--- src/rtl/estagio_busca_pkg.sv ---
// Shared constants and state encoding for the instruction-fetch stage.
package estagio_busca_pkg;

    localparam int unsigned PC_WIDTH    = 26;
    localparam int unsigned BIOS_SIZE   = 52;
    localparam int unsigned INSTR_WIDTH = 32;

    localparam logic [INSTR_WIDTH-1:0] NOP = 32'h0;

    typedef enum logic [1:0] {
        BIOS    = 2'd0,
        MEMORIA = 2'd1,
        PARADO  = 2'd2
    } estado_t;

endpackage

--- src/rtl/estagio_busca_contador_programa.sv ---
// Program counter register: load has priority over increment, otherwise hold.
// Increment wraps modulo 2^WIDTH.
module contador_programa
    import estagio_busca_pkg::*;
#(
    parameter int unsigned WIDTH = PC_WIDTH
) (
    input  logic             clock,
    input  logic             reset,
    input  logic             carrega,
    input  logic             incrementa,
    input  logic [WIDTH-1:0] valor_carga,
    output logic [WIDTH-1:0] pc
);

    logic [WIDTH-1:0] pc_d;

    always_comb begin
        pc_d = pc;
        if (carrega) begin
            pc_d = valor_carga;
        end else if (incrementa) begin
            pc_d = pc + WIDTH'(1);
        end
    end

    always_ff @(posedge clock or posedge reset) begin
        if (reset) begin
            pc <= '0;
        end else begin
            pc <= pc_d;
        end
    end

endmodule

--- src/rtl/estagio_busca.sv ---
// Instruction-fetch stage: owns the pc, fetches from BIOS ROM in boot mode and from
// instruction memory afterwards, and registers the word for the decoder.
module estagio_busca
    import estagio_busca_pkg::*;
(
    input  logic                   clock,
    input  logic                   reset,
    input  logic                   stall,
    input  logic                   desvio,
    input  logic [PC_WIDTH-1:0]    alvo_desvio,
    input  logic                   sai_bios,
    input  logic                   halt,
    input  logic [INSTR_WIDTH-1:0] bios_instrucao,
    input  logic [INSTR_WIDTH-1:0] mem_instrucao,
    input  logic                   mem_pronta,
    output logic [PC_WIDTH-1:0]    pc,
    output logic                   mem_leitura,
    output logic [INSTR_WIDTH-1:0] instrucao,
    output logic                   instrucao_valida,
    output logic                   modo_bios,
    output logic                   parado
);

    localparam logic [PC_WIDTH-1:0] BIOS_FIM = PC_WIDTH'(BIOS_SIZE);

    estado_t                estado_q, estado_d;
    logic [INSTR_WIDTH-1:0] instrucao_d;
    logic                   valida_d;
    logic                   modo_bios_d;
    logic                   carrega;
    logic                   incrementa;
    logic [PC_WIDTH-1:0]    valor_carga;

    contador_programa #(
        .WIDTH (PC_WIDTH)
    ) u_contador_programa (
        .clock       (clock),
        .reset       (reset),
        .carrega     (carrega),
        .incrementa  (incrementa),
        .valor_carga (valor_carga),
        .pc          (pc)
    );

    always_comb begin
        estado_d    = estado_q;
        instrucao_d = instrucao;
        valida_d    = instrucao_valida;
        modo_bios_d = modo_bios;
        carrega     = 1'b0;
        incrementa  = 1'b0;
        valor_carga = alvo_desvio;

        case (estado_q)
            BIOS: begin
                if (halt) begin
                    estado_d = PARADO;
                    valida_d = 1'b0;
                end else if (sai_bios) begin
                    estado_d    = MEMORIA;
                    modo_bios_d = 1'b0;
                    valida_d    = 1'b0;
                    carrega     = 1'b1;
                    valor_carga = '0;
                end else if (desvio) begin
                    carrega  = 1'b1;
                    valida_d = 1'b0;
                end else if (stall) begin
                    valida_d = instrucao_valida;
                end else if (pc >= BIOS_FIM) begin
                    // Fetch beyond the ROM is fatal: flush and halt the core.
                    estado_d    = PARADO;
                    instrucao_d = NOP;
                    valida_d    = 1'b0;
                end else begin
                    instrucao_d = bios_instrucao;
                    valida_d    = 1'b1;
                    incrementa  = 1'b1;
                end
            end
            MEMORIA: begin
                if (halt) begin
                    estado_d = PARADO;
                    valida_d = 1'b0;
                end else if (desvio) begin
                    carrega  = 1'b1;
                    valida_d = 1'b0;
                end else if (stall) begin
                    valida_d = instrucao_valida;
                end else if (mem_pronta) begin
                    instrucao_d = mem_instrucao;
                    valida_d    = 1'b1;
                    incrementa  = 1'b1;
                end else begin
                    valida_d = 1'b0;
                end
            end
            PARADO: begin
                valida_d = 1'b0;
            end
            default: begin
                estado_d = PARADO;
                valida_d = 1'b0;
            end
        endcase
    end

    always_ff @(posedge clock or posedge reset) begin
        if (reset) begin
            estado_q         <= BIOS;
            instrucao        <= NOP;
            instrucao_valida <= 1'b0;
            modo_bios        <= 1'b1;
        end else begin
            estado_q         <= estado_d;
            instrucao        <= instrucao_d;
            instrucao_valida <= valida_d;
            modo_bios        <= modo_bios_d;
        end
    end

    assign mem_leitura = (estado_q == MEMORIA);
    assign parado      = (estado_q == PARADO);

endmodule
--- config.mk ---
export PLATFORM = sky130hd
export DESIGN_NAME = estagio_busca
export DESIGN_NICKNAME = d
export VERILOG_FILES = /design/src/rtl/estagio_busca_pkg.sv /design/src/rtl/estagio_busca_contador_programa.sv /design/src/rtl/estagio_busca.sv
export SDC_FILE = /design/constraint.sdc
export NUM_CORES = 1
export LEC_CHECK = 0
export CORE_ASPECT_RATIO = 0.75
export CORE_MARGIN = 5
export CORE_UTILIZATION = 38
export CTS_CLUSTER_SIZE = 16
export DETAILED_ROUTE_END_ITERATION = 12
export HOLD_SLACK_MARGIN = 0.05
export PLACE_DENSITY_LB_ADDON = 0.1
export RECOVER_POWER = 50
export SYNTH_ARGS = -nofsm -noshare
export SYNTH_HDL_FRONTEND = slang
export SYNTH_HIERARCHICAL = 1
export SYNTH_SLANG_ARGS = --single-unit
--- constraint.sdc ---
create_clock -name clock -period 3.8 [get_ports clock]
set_input_delay 0.38 -clock clock [delete_from_list [all_inputs] [get_ports clock]]
set_output_delay 0.38 -clock clock [all_outputs]
set_load 0.1 [all_outputs]
==> results of run 1 <==
where the power goes:
group          internal, mW  total (mW)  leakage (nW)  switching (mW)
Clock                 0.523       0.810         0.143           0.287
Sequential            0.715       0.783         0.809          0.0678
Combinational         0.222       0.735          1.12           0.514
routing by layer:
layer,routed length (um),vias up,global-route usage [%]
li1,-,1782,-
met3,678,8,4.66
met2,5210,122,29.7
met1,5350,1756,29.7
met5,0,-,0
met4,142,0,5.04
worst reg2reg max path, stage by stage, from the launching register on:
cell     delay [ps]
dfrtp_1         440
or4_1           520
nor2_1          200
a32oi_1         140
nor3_1          160
buf_4           170
and3_2          270
nand4_4         240
or4_1           570
a31oi_1         180
final cells by class:
type / count / area, um2
clock buffers: 12 / 246
clock inverters: 4 / 47.5
fillers: 813 / 3600
inverters: 6 / 22.5
multi-input cells: 308 / 1780
flip-flops and latches: 62 / 1550
well taps: 128 / 160
repair buffers: 167 / 1640
per-stage QoR:
stage	instances	utilization, %	instance area (um2)
after floorplan	409	-	3520
after global placement	671	57.2	5170
after detailed placement	671	57.2	5170
after CTS	687	60.5	5470
after global routing	687	60.2	5450
final	687	60.2	5450
synth_stat cells, types with 4 or more instances:
library cell / count
dfrtp_1: 61
nand2_1: 54
nor2_1: 47
a31oi_1: 45
nand4_1: 36
nor2b_1: 28
clkbuf_1: 21
o21ai_0: 14
or4_1: 13
o31ai_1: 11
nand3_1: 10
xor2_1: 7
buf_2: 6
inv_1: 5
and4_1: 4
buf_4: 4
nor3_1: 4
sequential cells by signal, indices dropped and copies added (netlist names):
register,count
instrucao,32
instrucao_valida,1
modo_bios,1
estado_q,2
u_contador_programa/pc,26
kinds of logic (layout without fill, tap and decap cells):
logic type                 after synthesis  in the layout
AOI/OAI and AO/OA                       78             78
xor gates and xnor gates                10             10
adders and majority gates                1              1
buffers and inverters                   39            189
DFF                                     62             62
muxes                                    1              1
and+or+nand+nor                        218            218
final timing paths:
kind | startpoint | to | slack (ps)
setup / recovery | u_contador_programa/pc[15]$_DFFE_PP0P_ | u_contador_programa/pc[21]$_DFFE_PP0P_ | 830
hold / removal | modo_bios$_DFFE_PP1P_ | modo_bios$_DFFE_PP1P_ | 500
setup reg to reg | u_contador_programa/pc[15]$_DFFE_PP0P_ | u_contador_programa/pc[21]$_DFFE_PP0P_ | 830
hold reg to reg | modo_bios$_DFFE_PP1P_ | modo_bios$_DFFE_PP1P_ | 500
max in group asynchronous | reset | instrucao[26]$_DFFE_PP0P_ | 1930
min in group asynchronous | reset | instrucao[12]$_DFFE_PP0P_ | 750
==> out/metrics.cfg, run 1 <==
[run_status]
status=completed

[drt]
final_antenna_net_count=0
vias=3668
route.detailed.drc=0
dr.first_iter.drc_count=233
drt_pass1_iterations=6
wl_per_cell_um=16.6
finalWirelength_um=11400
avgViaCountPerCell=5.34

[clocking]
htreeDepth=3
post_cts_buffers=0
cts_resized=0
cts_buffers=9
clockBufferDepth=2
path_clk_slew_ps=50
hold_buffers=0
clockRootBuffer=clkbuf_16
clock_latency_ps=320
cts_tree=yes
cts_sinks=62

[floorplanning]
core_mm2=0.00905
ios=159
die_w_um=121
start_util_pct=38.9
die_h_um=93.3
die_area_mm2=0.0113
num_rows=30

[critical_path]
path_buf_inv=1
required_ps=4030
worstRegToRegCells=9
crit_path_frequent_cell=or4_1
crit_path_end_kind=flip-flop
crit_arrival_ps=3210
cp_max_fo=14
crit_path_start_kind=flip-flop
slowest_delay_ps=560
crit_chain=or4_1 -> nor2_1 -> a32oi_1 -> nor3_1 -> buf_4 -> and3_2 -> nand4_4 -> or4_1 -> a31oi_1
crit_cells=9
cpMaxStageDelayCell=or4_1
cp_top_family=simple AND/OR/NAND/NOR gates
crit_type=flip-flop to flip-flop

[yosys]
synth-simple-area-share_pct=33.1
seq_area_frac_synth_pct=44.1
ys_seq_elements=62
yosys_warnings=6
yosys.area.top_type=dfrtp_1
synth_area_leaders=dfrtp_1 43%, a31oi_1 8.0%, nand4_1 6.4%
synth-compound-area-share_pct=14.5
syn_inst=409
synth_edf_count=0
syn_area_mm2=0.00352
synth_ff_type=dfrtp_1
synth_xor_xnor_area_share_pct=2.49
synth_top_family_by_area=simple AND/OR/NAND/NOR gates
synthAdderAreaFrac_pct=0.355
synthMuxAreaShare_pct=0.284
async_reset_ff_share_pct=100
syn_nets=507
synth_top_area_share_pct=43.4
syn_avg_cell_area_um2=8.61
ys_types=44

[pwr]
power_leakage_nw=2.07
ir_drop_uv=183
total_power_mw=2.33
power.density_mw_per_mm2=427

[placed_design]
port_buffers=158
dp_hpwl_um=8010
globalplace.congestion=0.798
pre_cts_slack_ps=774

[timing]
final_max_slew_viol_count=0
max_slew_margin_pct=21.0
totalNegativeSetupSlack_ps=0
hold_ws_ps=496
tightest_slew_ps=1180
setup_viol=0
skew_ps=7.09
fmaxAchievable_ghz=0.337
period_share_pct=78.2
grt_setup_unrepaired=false
finalHoldViolations=0
worst_slack_ps=828
timing.final.crit_period_ps=2970

[global_routing]
antenna_found_initial=0
grt_pass1_wl_um=18300
grt_pass1_vias=3524
grt_use_total_pct=20.1
grt-ovfl-total=0
grt_max_degree=65

[final_layout]
layout.nets=652
final_common_cell=clkdlybuf4s50_1
drive_gt1_share_pct=6.08
area_growth_syn_to_layout_pct=54.7
num_antenna_cells=0
final_cell_mix=141 x clkdlybuf4s50_1, 61 x dfrtp_1, 54 x nand2_1

[min_path]
min_path_cells=1
holdCritPathClass=flip-flop to flip-flop

[flow_run]
max_cap_violations=0

Power figures use the tool's default switching activity.
==> run 2, diff against run 1 <==
==> constraint.sdc (replaced) <==
create_clock -name clock -period 2.5 [get_ports clock]
set_input_delay 0.25 -clock clock [delete_from_list [all_inputs] [get_ports clock]]
set_output_delay 0.25 -clock clock [all_outputs]
set_load 0.1 [all_outputs]
==> run 2 against run 1 <==
Compared with the run above:
- the run now ends with setup timing left
- count of clock-buffer cells in the layout up 1
- combinational power up 71%
- fmax is 8.6% higher
- core utilization grew 5.2 points
- routed wire length increased by 9.6%
- die area is the same
- setup slack worse by 1100 ps
- total power up 60%
- largest cell class unchanged
- largest power group unchanged
- highest routed layer unchanged
==> out/metrics.cfg, run 2 (same netlist as run 1, synthesis figures left out) <==
[global_routing]
grt_pass1_wl_um=19300
grt_use_total_pct=21.3
antenna_found_initial=0
grt-ovfl-total=0
grt_pass1_vias=3819
grt_max_degree=65

[timing]
max_slew_margin_pct=2.72
worst_slack_ps=-236
final_max_slew_viol_count=0
hold_ws_ps=492
timing.final.crit_period_ps=2740
period_share_pct=109
skew_ps=10.1
finalHoldViolations=0
setup_viol=18
grt_setup_unrepaired=true
tightest_slew_ps=1460
fmaxAchievable_ghz=0.366

[critical_path]
required_ps=2730
crit_arrival_ps=2960
crit_path_start_kind=flip-flop
cp_max_fo=5
crit_type=flip-flop to flip-flop
crit_path_end_kind=flip-flop

[pwr]
ir_drop_uv=277
sw_frac_of_total_pct=37.0
p_seq_share_pct=31.1
power.density_mw_per_mm2=628
intPower_mw=2.34
power.switching_mw=1.38
combPwrFrac_pct=34.0
power_leakage_nw=2.35
clkPwrFrac_pct=34.9

[drt]
wl_per_cell_um=16.8
avgViaCountPerCell=5.31
final_antenna_net_count=0
route.detailed.drc=0
dr.first_iter.drc_count=278
vias=3939
drt_pass1_iterations=5
finalWirelength_um=12500

[placed_design]
dp_hpwl_um=8460
globalplace.congestion=0.854
port_buffers=158
place_area_mm2=0.00542

[floorplanning]
ios=159
die_h_um=93.3
start_util_pct=38.9
core_mm2=0.00905
num_rows=30
die_w_um=121
die_area_mm2=0.0113

[run_status]
status=complete, but fails checks
violations=setup timing

[final_layout]
regMostFlops=instrucao
num_antenna_cells=0
drive_gt1_share_pct=28.7
fin_area_mm2=0.00592
final_common_cell=clkdlybuf4s50_1
layout.nets=707
largest_reg_flops=32
area_growth_syn_to_layout_pct=68.1
fill_cells=786
reg.largest.list=instrucao x32, u_contador_programa/pc x26, estado_q x2
final_cell_mix=94 x clkdlybuf4s50_1, 93 x buf_4, 53 x nand2_1

[clocking]
clock_latency_ps=320
htreeDepth=3
cts_buffers=9
clockRootBuffer=clkbuf_16
cts_sinks=62
cts_tree=yes
path_clk_slew_ps=60
hold_buffers=0
clockBufferDepth=2

[min_path]
holdCritPathClass=primary input to flip-flop

[flow_run]
max_cap_violations=0

==> run 2: cell count changes in the layout (fill, tap and decap cells not counted), sizes merged <==
cell	previous run	this run
clkbuf	15	35
nand4	37	38
clkdlybuf4s50	141	94
buf	7	102
nand3	11	12
dlygate4sd3	16	2
clkinv	2	1
==> run 2: critical path, cell delays in order, from the launching register on <==
cell and delay [ps]:
dfrtp_4 460, or4_4 550, nor2_4 150, a32oi_4 120, nor3_4 230, and3_4 230
nand4_4 140, buf_6 170, or4_1 410, a31oi_1 190
==> run 2: final timing paths <==
kind,start,to,slack (ps),cells past startpoint
setup / recovery,u_contador_programa/pc[13]$_DFFE_PP0P_,u_contador_programa/pc[19]$_DFFE_PP0P_,-240,9
hold / removal,mem_instrucao[31],instrucao[31]$_DFFE_PP0P_,490,3
max in group asynchronous,reset,u_contador_programa/pc[13]$_DFFE_PP0P_,520,3
min in group asynchronous,reset,instrucao_valida$_DFFE_PP0P_,730,3
hold reg to reg,modo_bios$_DFFE_PP1P_,modo_bios$_DFFE_PP1P_,490,1
setup reg to reg,u_contador_programa/pc[13]$_DFFE_PP0P_,u_contador_programa/pc[19]$_DFFE_PP0P_,-240,9
==> run 2: final cells by class <==
class,instances,area [um2],share of cell area (%)
inverters,6,22.5,0.381
well taps,128,160,2.71
clock buffers,13,270,4.57
multi-input cells,310,1960,33.1
flip-flops and latches,62,1590,26.9
clock inverters,3,42.5,0.719
repair buffers,220,1870,31.6
==> run 2: layer usage <==
| metal | vias up | track usage [%] | share of wire [%] |
|---|---|---|---|
| met5 | - | 0 | 0 |
| met4 | 0 | 4.01 | 0.55 |
| met3 | 8 | 6.05 | 8.1 |
| met2 | 158 | 33.9 | 48 |
| met1 | 1876 | 29.3 | 44 |
| li1 | 1897 | - | - |
==> run 2: timing repair <==
item,CTS,global route
pin swaps,15,14
setup buffers,10,4
endpoints found under the setup margin,19,20
resized for setup,8,17
gates cloned,2,0
==> run 2: per-stage QoR <==
| step | util (%) | setup TNS [ps] | power [mW] | std cells | setup WS [ps] |
|---|---|---|---|---|---|
| after global routing | 65.4 | -3870 | 3.85 | 742 | -297 |
| after global placement | 59.9 | -3540 | 2.41 | 710 | -326 |
| after detailed placement | 59.9 | -4130 | 2.42 | 710 | -378 |
| after floorplan | - | -5810 | 1.97 | 409 | -565 |
| after CTS | 64.8 | -1670 | 3.74 | 738 | -164 |
| final | 65.4 | -2370 | 3.72 | 742 | -236 |
==> run 2: power groups by stage <==
stage	combinational [mW]	clock, mW	sequential, mW
after detailed placement	1.25	0	1.16
after global placement	1.25	0	1.16
final	1.26	1.30	1.15
after CTS	1.27	1.33	1.15
after floorplan	0.161	0	1.81
after global routing	1.32	1.37	1.16
==> run 3, diff against run 2 <==
--- a/config.mk
+++ b/config.mk
@@ -7,7 +7,7 @@
 export LEC_CHECK = 0
 export CORE_ASPECT_RATIO = 0.75
 export CORE_MARGIN = 5
-export CORE_UTILIZATION = 38
+export CORE_UTILIZATION = 35
 export CTS_CLUSTER_SIZE = 16
 export DETAILED_ROUTE_END_ITERATION = 12
 export HOLD_SLACK_MARGIN = 0.05
==> run 3 against run 2 <==
Compared with the run above:
- the run still ends with setup timing left
- count of clock-buffer cells in the layout did not move
- flip-flop and latch count did not move
- non-clock buffer count fell by 4
- first-iteration DRC count fell by 5.0%
- sequential power barely moved
- clock power barely moved
- final area fell by 1.4%
- combinational power barely moved
- cell count did not move
- largest power group unchanged
- highest routed layer unchanged
==> out/metrics.cfg, run 3 (same netlist as run 1, synthesis figures left out) <==
[run_status]
status=complete, but fails checks
violations=setup timing

[placed_design]
dp_hpwl_um=8760
globalplace.congestion=0.788
placed_cells=715
port_buffers=158

[final_layout]
final_common_cell=clkdlybuf4s50_1
post-route-util_pct=59.9
area_growth_syn_to_layout_pct=65.7
largest_reg_flops=32
num_antenna_cells=0
ff_latch_area_mm2=0.00159
layout.nets=703
multi_input_area_mm2=0.00191
reg.largest.list=instrucao x32, u_contador_programa/pc x26, estado_q x2
fill_cells=897
drive_gt1_share_pct=27.4
regMostFlops=instrucao
layoutNonFillerInstCount=742
final_cell_mix=95 x clkdlybuf4s50_1, 90 x buf_4, 53 x nand2_1

[pwr]
power_leakage_nw=2.31
total_power_mw=3.68
power.density_mw_per_mm2=630
ir_drop_uv=324

[min_path]
holdCritPathClass=primary input to flip-flop

[clocking]
hold_buffers=0
htreeDepth=3
cts_sinks=62
cts_tree=yes
clockRootBuffer=clkbuf_16
path_clk_slew_ps=60
cts_buffers=9
clockBufferDepth=2
clock_latency_ps=330

[global_routing]
grt_pass1_wl_um=20300
grt_pass1_vias=3894
grt_max_degree=65
grt-ovfl-total=0
grt_use_total_pct=20.5
antenna_found_initial=0

[timing]
timing.final.crit_period_ps=2680
tightest_slew_ps=1440
grt_setup_unrepaired=true
period_share_pct=107
skew_ps=9.58
final_max_slew_viol_count=0
finalHoldViolations=0
worst_slack_ps=-183
max_slew_margin_pct=4.05
fmaxAchievable_ghz=0.373
setup_viol=16

[floorplanning]
ios=159
start_util_pct=36.2
core_mm2=0.00974
num_rows=31
die_area_mm2=0.0122
die_h_um=96.8
die_w_um=126

[critical_path]
crit_type=flip-flop to flip-flop
slowest_delay_ps=550
required_ps=2750
cpMaxStageDelayCell=or4_4
crit_path_start_kind=flip-flop
crit_arrival_ps=2930
crit_chain=or4_4 -> nor2_4 -> a32oi_2 -> nor3_4 -> and3_4 -> nand4_4 -> buf_6 -> or4_1 -> nand3_1
cp_max_fo=6
crit_path_end_kind=flip-flop

[drt]
vias=3904
dr.first_iter.drc_count=264
finalWirelength_um=12700
highest_layer=met4
avgViaCountPerCell=5.26
wl_met2_um=5810
route.detailed.drc=0
final_antenna_net_count=0
drt_pass1_iterations=4
route.met3.wl_um=982
wl_per_cell_um=17.2
wl_met1_um=5680

[flow_run]
max_cap_violations=0

==> run 3: critical path, delay by kind of cell, from the launching register on <==
family	cells	cell delay [ps]
simple gates	7	1790
buf+inv	1	190
flops	1	470
compound gates	1	150
==> run 3: final timing paths <==
kind                                                             start                                endpoint  slack [ps]  cells past startpoint
max in group asynchronous                                        reset   u_contador_programa/pc[6]$_DFFE_PP0P_         560                      3
worst max register to register  u_contador_programa/pc[10]$_DFFE_PP0P_  u_contador_programa/pc[11]$_DFFE_PP0P_        -180                      9
worst min-delay path                                  mem_instrucao[1]                instrucao[1]$_DFFE_PP0P_         480                      3
min in group asynchronous                                        reset                 estado_q[0]$_DFFE_PP0P_         710                      3
worst max-delay path            u_contador_programa/pc[10]$_DFFE_PP0P_  u_contador_programa/pc[11]$_DFFE_PP0P_        -180                      9
worst min register to register                   modo_bios$_DFFE_PP1P_                   modo_bios$_DFFE_PP1P_         490                      1
==> run 3: metal layers <==
metal  GRT usage [%]  vias up
met4            7.01        0
li1                -     1891
met5               0        -
met3            6.28       25
met1            27.5     1844
met2            31.4      144
==> run 3: what timing repair did <==
action,CTS,global route
setup endpoints to repair,16,19
cloned,2,0
buffers inserted,9,0
endpoints found under the hold margin,0,0
pin swaps,16,9
resized for setup,10,8
==> run 3: per-stage QoR <==
stage	setup WS, ps	hold slack [ps]	setup TNS (ps)	area, um2
floorplan	-565	289	-5810	3600
global placement	-228	479	-1540	5430
detailed placement	-290	477	-2290	5430
CTS	-167	362	-1750	5880
global route	-270	483	-3740	5830
finish	-183	480	-2000	5830
==> run 3: report_power, final <==
group	internal (mW)	switching, mW	total (mW)
clock	0.825	0.448	1.27
combinational	0.379	0.875	1.25
sequential	1.10	0.0496	1.15
total	2.30	1.37	3.68
==> run 3: layout make-up <==
type / count / area share (%)
clock buffers: 13 / 4.46
clock inverters: 3 / 0.729
inverters: 6 / 0.386
multi-input cells: 310 / 32.7
flip-flops and latches: 62 / 27.3
well taps: 132 / 2.83
repair buffers: 216 / 31.6
